**src/rtl/apu_regops_pkg.sv**
```systemverilog
// rtl/apu_regops_pkg.sv - shared constants, index-width helper and write-entry layout for the APU register-op block
package apu_regops_pkg;

  localparam logic [15:0] APU_REG_BASE   = 16'h4000;
  localparam int          APU_NUM_REGS   = 32;
  localparam int          APU_DBG_FIRST  = 24;
  localparam int          APU_FIFO_DEPTH = 4;

  // Bits needed to index num_regs registers; never less than one bit.
  function automatic int apu_idx_width(input int num_regs);
    int w;
    w = 1;
    while ((1 << w) < num_regs) begin
      w = w + 1;
    end
    return w;
  endfunction

  // Queued write at the default geometry: register index above data byte.
  typedef struct packed {
    logic [4:0] idx;
    logic [7:0] data;
  } apu_wr_entry_t;

endpackage

```
**src/rtl/apu_regops_fifo.sv**
```systemverilog
// rtl/apu_regops_fifo.sv - small synchronous write-queue FIFO with level tracking
module apu_regops_fifo
  import apu_regops_pkg::*;
#(
  parameter int WIDTH = 13,
  parameter int DEPTH = APU_FIFO_DEPTH
) (
  input  logic                     i_clk,
  input  logic                     i_resetn,
  input  logic                     i_push,
  input  logic [WIDTH-1:0]         i_data,
  input  logic                     i_pop,
  output logic [WIDTH-1:0]         o_data,
  output logic                     o_full,
  output logic                     o_empty,
  output logic [$clog2(DEPTH):0]   o_level
);

  localparam int PTR_W = $clog2(DEPTH);
  localparam logic [PTR_W:0] LP_DEPTH = (PTR_W+1)'(DEPTH);

  logic [WIDTH-1:0] r_mem [DEPTH];
  logic [PTR_W-1:0] r_wr_ptr;
  logic [PTR_W-1:0] r_rd_ptr;
  logic [PTR_W:0]   r_level;

  logic w_do_pop;
  logic w_do_push;

  assign o_full    = (r_level == LP_DEPTH);
  assign o_empty   = (r_level == '0);
  assign o_level   = r_level;
  assign o_data    = r_mem[r_rd_ptr];

  // A pop on the same edge frees a slot, so a push into a full queue still lands.
  assign w_do_pop  = i_pop && !o_empty;
  assign w_do_push = i_push && (!o_full || w_do_pop);

  // Storage array; contents are don't-care while the level says empty.
  always_ff @(posedge i_clk) begin
    if (w_do_push) begin
      r_mem[r_wr_ptr] <= i_data;
    end
  end

  // Pointers and occupancy; reset discards everything queued.
  always_ff @(posedge i_clk) begin
    if (!i_resetn) begin
      r_wr_ptr <= '0;
      r_rd_ptr <= '0;
      r_level  <= '0;
    end else begin
      if (w_do_push) begin
        r_wr_ptr <= r_wr_ptr + PTR_W'(1);
      end
      if (w_do_pop) begin
        r_rd_ptr <= r_rd_ptr + PTR_W'(1);
      end
      case ({w_do_push, w_do_pop})
        2'b10:   r_level <= r_level + (PTR_W+1)'(1);
        2'b01:   r_level <= r_level - (PTR_W+1)'(1);
        default: r_level <= r_level;
      endcase
    end
  end

endmodule

```
**src/rtl/apu_regops_gen.sv**
```systemverilog
// rtl/apu_regops_gen.sv - APU register window decoder with read select, paced write replay and overflow flag
module apu_regops_gen
  import apu_regops_pkg::*;
#(
  parameter int                ADDR_W     = 16,
  parameter int                DATA_W     = 8,
  parameter logic [ADDR_W-1:0] BASE       = ADDR_W'(APU_REG_BASE),
  parameter int                NUM_REGS   = APU_NUM_REGS,
  parameter int                DBG_FIRST  = APU_DBG_FIRST,
  parameter int                FIFO_DEPTH = APU_FIFO_DEPTH
) (
  input  logic                          CLK,
  input  logic                          n_RES,
  input  logic                          acc_valid,
  input  logic [ADDR_W-1:0]             addr,
  input  logic                          RnW,
  input  logic [DATA_W-1:0]             din,
  input  logic                          DBG,
  input  logic                          wr_ready,
  input  logic                          ovf_clr,
  output logic                          hit,
  output logic [NUM_REGS-1:0]           rd_sel,
  output logic [NUM_REGS-1:0]           wr_stb,
  output logic [DATA_W-1:0]             wr_data,
  output logic [$clog2(FIFO_DEPTH):0]   fifo_level,
  output logic                          overflow
);

  localparam int IDX_W = apu_idx_width(NUM_REGS);
  localparam int ENT_W = IDX_W + DATA_W;
  localparam logic [ADDR_W-1:0]   LP_NUM   = ADDR_W'(NUM_REGS);
  localparam logic [ADDR_W-1:0]   LP_DBG   = ADDR_W'(DBG_FIRST);
  localparam logic [NUM_REGS-1:0] LP_ONE   = NUM_REGS'(1);

  logic [ADDR_W-1:0] w_idx_full;
  logic [IDX_W-1:0]  w_idx;
  logic              w_in_win;
  logic              w_valid;
  logic              w_push;
  logic              w_rd;
  logic              w_pop;
  logic              w_full;
  logic              w_empty;
  logic              w_drop;
  logic [ENT_W-1:0]  w_head;
  logic [IDX_W-1:0]  w_head_idx;
  logic [DATA_W-1:0] w_head_data;

  logic                r_hit;
  logic [NUM_REGS-1:0] r_rd_sel;
  logic [NUM_REGS-1:0] r_wr_stb;
  logic [DATA_W-1:0]   r_wr_data;
  logic                r_overflow;

  // Offset is taken at full address width; the lower-bound test keeps
  // addresses below the window from wrapping into it.
  assign w_idx_full  = addr - BASE;
  assign w_in_win    = (addr >= BASE) && (w_idx_full < LP_NUM);
  assign w_valid     = w_in_win && ((w_idx_full < LP_DBG) || DBG);
  assign w_idx       = w_idx_full[IDX_W-1:0];

  assign w_rd        = acc_valid && RnW && w_valid;
  assign w_push      = acc_valid && !RnW && w_valid;
  assign w_pop       = wr_ready && !w_empty;
  assign w_drop      = w_push && w_full && !w_pop;

  assign w_head_idx  = w_head[ENT_W-1:DATA_W];
  assign w_head_data = w_head[DATA_W-1:0];

  apu_regops_fifo #(
    .WIDTH (ENT_W),
    .DEPTH (FIFO_DEPTH)
  ) u_fifo (
    .i_clk    (CLK),
    .i_resetn (n_RES),
    .i_push   (w_push),
    .i_data   ({w_idx, din}),
    .i_pop    (w_pop),
    .o_data   (w_head),
    .o_full   (w_full),
    .o_empty  (w_empty),
    .o_level  (fifo_level)
  );

  // Register the decode result: one-cycle hit and one-hot read select.
  always_ff @(posedge CLK) begin
    if (!n_RES) begin
      r_hit    <= 1'b0;
      r_rd_sel <= '0;
    end else begin
      r_hit    <= acc_valid && w_valid;
      r_rd_sel <= w_rd ? (LP_ONE << w_idx) : '0;
    end
  end

  // Replay the queue head as a single-cycle strobe whenever the consumer is ready.
  always_ff @(posedge CLK) begin
    if (!n_RES) begin
      r_wr_stb  <= '0;
      r_wr_data <= '0;
    end else if (w_pop) begin
      r_wr_stb  <= LP_ONE << w_head_idx;
      r_wr_data <= w_head_data;
    end else begin
      r_wr_stb  <= '0;
      r_wr_data <= '0;
    end
  end

  // Sticky drop flag; a drop on the same edge as a clear keeps it set.
  always_ff @(posedge CLK) begin
    if (!n_RES) begin
      r_overflow <= 1'b0;
    end else if (w_drop) begin
      r_overflow <= 1'b1;
    end else if (ovf_clr) begin
      r_overflow <= 1'b0;
    end
  end

  assign hit      = r_hit;
  assign rd_sel   = r_rd_sel;
  assign wr_stb   = r_wr_stb;
  assign wr_data  = r_wr_data;
  assign overflow = r_overflow;

endmodule
```
**config.mk**
```make
export PLATFORM = sky130hd
export DESIGN_NAME = apu_regops_gen
export DESIGN_NICKNAME = d
export VERILOG_FILES = /design/src/rtl/apu_regops_pkg.sv /design/src/rtl/apu_regops_fifo.sv /design/src/rtl/apu_regops_gen.sv
export SDC_FILE = /design/constraint.sdc
export NUM_CORES = 1
export LEC_CHECK = 0
export ABC_AREA = 1
export CAP_MARGIN = 20
export CORE_ASPECT_RATIO = 1.75
export CORE_MARGIN = 5
export CORE_UTILIZATION = 35
export DETAILED_ROUTE_END_ITERATION = 8
export GPL_ROUTABILITY_DRIVEN = 0
export PLACE_DENSITY = 0.68
export SLEW_MARGIN = 10
export SYNTH_ARGS = -nofsm -noshare
export SYNTH_HDL_FRONTEND = slang
export SYNTH_SLANG_ARGS = --single-unit
```
**constraint.sdc**
```tcl
create_clock -name CLK -period 2.7 [get_ports CLK]
set_clock_uncertainty 0.1 [all_clocks]
set_input_delay 0.54 -clock CLK [delete_from_list [all_inputs] [get_ports CLK]]
set_output_delay 0.54 -clock CLK [all_outputs]
set_load 0.03 [all_outputs]
```
==> results of run 1 <==
## per-layer routing
layer / track usage, % / vias to the layer above / routed length (microns)
met5: 0 / - / 0
met4: 6.96 / 0 / 193
met3: 4.63 / 12 / 707
met2: 25.8 / 111 / 5910
met1: 12.0 / 1590 / 3740
li1: - / 1718 / -
## worst min-delay path, delay by kind of cell, from the launching register on
kind	cells	cell delay (ns)
buf+inv	1	0.06
flops	1	0.30
compound gates	1	0.06
## synth_stat cells, types with 5 or more instances
master    number
nand4_1       18
inv_2          7
nor2_1       113
buf_2          7
a21oi_1       16
nand3_1       16
nor2_2        11
inv_1         29
dfxtp_1       83
nand2_1       43
o21ai_0       23
nand2_2        5
edfxtp_1      52
## layout by cell type (no fill, tap or decap), drive strengths merged, types with 2 or more instances in the layout
master,instances
nand2,48
edfxtp,52
clkdlybuf4s50,107
a32oi,2
dfxtp,83
a21oi,16
nand3,17
nor3,6
o21ai,23
nor2,125
ha,4
inv,37
clkinv,5
clkbuf,26
buf,9
nand4,18
## final cells by class
class | instances | area, sq um
sequential | 135 | 3220
clock inverter | 5 | 25.0
inverter | 37 | 141
multi-input combinational | 263 | 1270
clock buffer | 26 | 500
fill | 1203 | 6850
tap | 174 | 218
timing repair buffer | 116 | 1150
## worst paths after layout
path,depth (start not counted),to,slack (ns)
worst min-delay path,2,register,0.37
worst min register to register,2,register,0.37
worst max-delay path,1,fifo_level[0],0.51
worst max register to register,5,wr_stb[9],0.58
## flip-flops by register name, indices dropped and copies added, names as in the netlist, named ones only
signal	cells
wr_stb	32
hit	1
u_fifo.r_wr_ptr	2
u_fifo.r_mem	52
u_fifo.r_rd_ptr	2
overflow	1
rd_sel	32
u_fifo.o_level	3
wr_data	8
## logic make-up after synthesis
group,after synthesis,share of synthesized area [%]
flops,135,67.8
simple gates,215,20.0
compound gates,43,5.31
fa+ha+maj,5,1.47
buf+inv,54,5.44
## report_power, final
part | total, mW | switching, mW | internal [mW] | leakage, nW
sequential | 2.24 | 0.0592 | 2.18 | 1.14
combinational | 0.832 | 0.555 | 0.277 | 0.968
clock | 2.03 | 0.764 | 1.26 | 0.263
total | 5.09 | 1.38 | 3.72 | 2.37
==> results.json, run 1 <==
{
  "via_per_inst": 4.54,
  "synthesis.nets": 488,
  "hp-class": "reg -> reg",
  "clk_pin_slew_ns": 0.05,
  "wl_per_cell_microns": 14.0,
  "syn_area_sq_um": 4760,
  "avgSynthCellArea_sq_um": 10.5,
  "power_density_nw_per_um2": 780,
  "postCtsSetupBuffers": 0,
  "cts_tree": "done",
  "synth_cell_types": 30,
  "design_area_sq_um": 6530,
  "start_kind": "register",
  "hold_buffers": 0,
  "place_ws_ns": 0.147,
  "synthCells": 452,
  "die-area_sq_um": 16100,
  "fin_cells": 756,
  "grt_setup_unrepaired": "false",
  "path_max_fanout": 5,
  "synth_ff_type": "dfxtp_1",
  "grt-ovfl-total": 0,
  "slowest_stage": "clkdlybuf4s50_1",
  "min_period_ns": 2.19,
  "drc": 0,
  "numCtsBuffers": 17,
  "fin_crit_sh_pct": 81.2,
  "hold_viol": 0,
  "dr.first_iter.drc_count": 131,
  "grt_start_max_net_pins": 27,
  "fmax_ghz": 0.456,
  "crit_chain": "clkdlybuf4s50_1",
  "io_buffer_count": 107,
  "setup_ws_ns": 0.507,
  "clock-sinks": 135,
  "start_util_pct": 35.5,
  "yosysWarnings": 0,
  "clkLatencyLatePin_ns": 0.41,
  "setup-tns-final_ns": 0,
  "setup_viol": 0,
  "die_y_microns": 164,
  "nets": 606,
  "grt_pass1_vias": 3470,
  "ir_drop_mv": 0.448,
  "cts_root_buffer": "clkbuf_16",
  "slowest_delay_ns": 0.72,
  "synth_seq_cells": 135,
  "synth_area_leader_cell": "dfxtp_1",
  "worst_ep_arrival_time_ns": 1.55,
  "status": "finished, final reports clean",
  "syn_to_final_growth_pct": 37.3,
  "crit_family": "buffers and inverters",
  "max-slew-margin-rel_pct": 52.5,
  "tightest_slew_ns": 0.713,
  "ys_async_sr_fraction_pct": 0,
  "antenna_found_initial": 0,
  "placedCellCount": 725,
  "synth_top_area_share_pct": 34.9,
  "firstDrtPassIters": 4,
  "grt_pass1_wl_microns": 16600,
  "synth_edf_count": 52,
  "clockBufferDepth": 2,
  "finalMaxSlewViolations": 0,
  "crit_path_start": "u_fifo.o_level[0]",
  "drive_above_1_share_pct": 11.0,
  "row_count": 56,
  "p_total_mw": 5.09,
  "dpl_cell_area_sq_um": 6010,
  "pin_count": 108,
  "cp-end-kind": "primary output",
  "dp_hpwl_microns": 7730,
  "final_util_pct": 48.8,
  "cts_max_level": 4,
  "worstSetupPathType": "reg -> out",
  "synth_area_leaders": "dfxtp_1 35%, edfxtp_1 33%, nor2_1 8.9%",
  "antenna_cells": 0,
  "min_from": "u_fifo.r_rd_ptr[1]",
  "maxCapViolCount": 0,
  "required_ns": 2.06,
  "hold_slack_ns": 0.371,
  "vias": 3431,
  "crit_buf_inv": 1,
  "finalWirelength_microns": 10600,
  "postRouteAntennaNets": 0,
  "cts_resized": 0,
  "coreArea_sq_um": 13400,
  "synth_seq_area_share_pct": 67.8,
  "grtUsageTotal_pct": 13.4,
  "p_leak_nw": 2.37,
  "die_w_microns": 98.1
}
Power figures use the tool's default switching activity.
==> run 2, diff against run 1 <==
==> constraint.sdc (replaced) <==
create_clock -name CLK -period 2.1 [get_ports CLK]
set_clock_uncertainty 0.1 [all_clocks]
set_input_delay 0.42 -clock CLK [delete_from_list [all_inputs] [get_ports CLK]]
set_output_delay 0.42 -clock CLK [all_outputs]
set_load 0.03 [all_outputs]
==> results.json, run 2 (same netlist as run 1, synthesis figures left out) <==
{
  "placedCellCount": 741,
  "io_buffer_count": 107,
  "firstDrtPassIters": 4,
  "multi_input_area_sq_um": 1280,
  "worstSetupPathType": "reg -> out",
  "drc": 0,
  "final_cell_mix": "112 x nor2_1, 106 x clkdlybuf4s50_1, 83 x dfxtp_1",
  "slowest_delay_ns": 0.70,
  "vias": 3521,
  "hold_buffers": 0,
  "max-slew-margin-rel_pct": 67.1,
  "fin_cells": 773,
  "antenna_found_initial": 0,
  "grt_pass1_vias": 3626,
  "cts_tree": "done",
  "tightest_slew_ns": 0.492,
  "min_from": "u_fifo.r_rd_ptr[1]",
  "finalWirelength_microns": 10400,
  "cts_root_buffer": "clkbuf_16",
  "start_kind": "register",
  "pwr-share-comb_pct": 16.6,
  "min_to": "u_fifo.r_rd_ptr[1]",
  "pin_count": 108,
  "postRouteAntennaNets": 0,
  "crit_buf_inv": 1,
  "clockBufferDepth": 2,
  "regMostFlops": "u_fifo.r_mem",
  "drive_above_1_share_pct": 14.7,
  "hp-class": "reg -> reg",
  "row_count": 56,
  "finalMaxSlewViolations": 0,
  "slowest_stage": "clkdlybuf4s50_1",
  "numCtsBuffers": 17,
  "required_ns": 1.58,
  "grt_pass1_wl_microns": 16700,
  "fin_crit_sh_pct": 96.7,
  "clk_pin_slew_ns": 0.06,
  "layout_commonest_cell": "nor2_1",
  "seq_area_sq_um": 3220,
  "die_y_microns": 164,
  "holdPathStages": 2,
  "syn_to_final_growth_pct": 40.6,
  "dr.first_iter.drc_count": 108,
  "ir_drop_mv": 0.584,
  "die-area_sq_um": 16100,
  "largest_reg_flops": 52,
  "clock-sinks": 135,
  "cts_max_level": 4,
  "hold_viol": 0,
  "p_switching_mw": 2.03,
  "fmax_ghz": 0.492,
  "seq_power_share_pct": 42.1,
  "crit_chain": "clkdlybuf4s50_1",
  "nets": 622,
  "antenna_cells": 0,
  "status": "finished, final reports clean",
  "grtUsageTotal_pct": 13.3,
  "grt-ovfl-total": 0,
  "clkLatencyLatePin_ns": 0.42,
  "fillCellCount": 1207,
  "setup-tns-final_ns": 0,
  "grt_setup_unrepaired": "false",
  "start_util_pct": 35.5,
  "maxCapViolCount": 0,
  "reg2reg_to": "wr_stb[11]",
  "p_clk_share_pct": 41.3,
  "coreArea_sq_um": 13400,
  "rr_worst_depth": 6,
  "cp-end-kind": "primary output",
  "setup_viol": 0,
  "worst_ep_arrival_time_ns": 1.51,
  "p_leak_nw": 2.48,
  "switching_share_pct": 29.8,
  "crit_family": "buffers and inverters",
  "internal_power_mw": 4.79,
  "die_w_microns": 98.1,
  "wl_per_cell_microns": 13.5,
  "min_period_ns": 2.03,
  "p_total_mw": 6.82,
  "grt_start_max_net_pins": 17,
  "r2r_setup_slack_ns": 0.21,
  "hold_slack_ns": 0.372,
  "dp_hpwl_microns": 7900,
  "via_per_inst": 4.55,
  "path_max_fanout": 4,
  "power_density_nw_per_um2": 1020
}
## run 2: changes by cell type in the layout (fill, tap and decap cells not counted), moves of 2 or more
cell and delta:
buf_4 +17, clkbuf_1 -6, clkbuf_8 -2, clkinv_2 -5, inv_6 +10, inv_8 +4
## run 2: power by group through the flow
stage / sequential (mW) / combinational (mW) / clock (mW)
final: 2.87 / 1.13 / 2.81
after global routing: 2.88 / 1.25 / 2.98
after CTS: 2.87 / 1.14 / 2.87
after detailed placement: 2.93 / 1.14 / 0
after global placement: 2.93 / 1.11 / 0
after floorplan: 3.01 / 0.679 / 0
## run 2: routing by layer
metal,vias up,track usage [%],wire length (microns)
met5,-,0,0
met4,0,6.90,257
met3,17,4.72,728
met2,117,25.8,5910
met1,1627,11.7,3530
li1,1760,-,-
## run 2: timing repair
action,in CTS,in global routing
setup endpoints to repair,0,2
gates resized for setup,0,2
buffers inserted,0,0
## run 2: worst max-delay path by stage
stage                            from            endpoint  slack [ns]  depth (start not counted)
finish              u_fifo.o_level[1]       fifo_level[1]        0.07                          1
global route                  addr[6]   u_fifo.o_level[2]      0.0009                         12
CTS                 u_fifo.o_level[0]       fifo_level[0]        0.02                          1
detailed placement           addr[11]   u_fifo.o_level[2]       -0.27                         12
global placement              addr[8]   u_fifo.o_level[2]       -0.19                         12
floorplan                     addr[3]  u_fifo.r_mem[0][0]        -0.1                          8
## run 2: per-stage QoR
stage | util (%) | instance area (sq um) | setup slack [ns]
after floorplan | - | 4760 | -0.0994
after global placement | 45.7 | 6120 | -0.191
after detailed placement | 45.7 | 6120 | -0.272
after CTS | 49.9 | 6680 | 0.0181
after global routing | 50.0 | 6690 | 0.000931
final | 50.0 | 6690 | 0.0689
## run 2: area by class of cell
class | instances | share of cell area, %
Clock buffer | 17 | 6.36
Tap cell | 174 | 3.26
Multi-Input combinational cell | 263 | 19.1
Timing Repair Buffer | 132 | 18.9
Clock inverter | 15 | 2.11
Inverter | 37 | 2.11
Sequential cell | 135 | 48.2
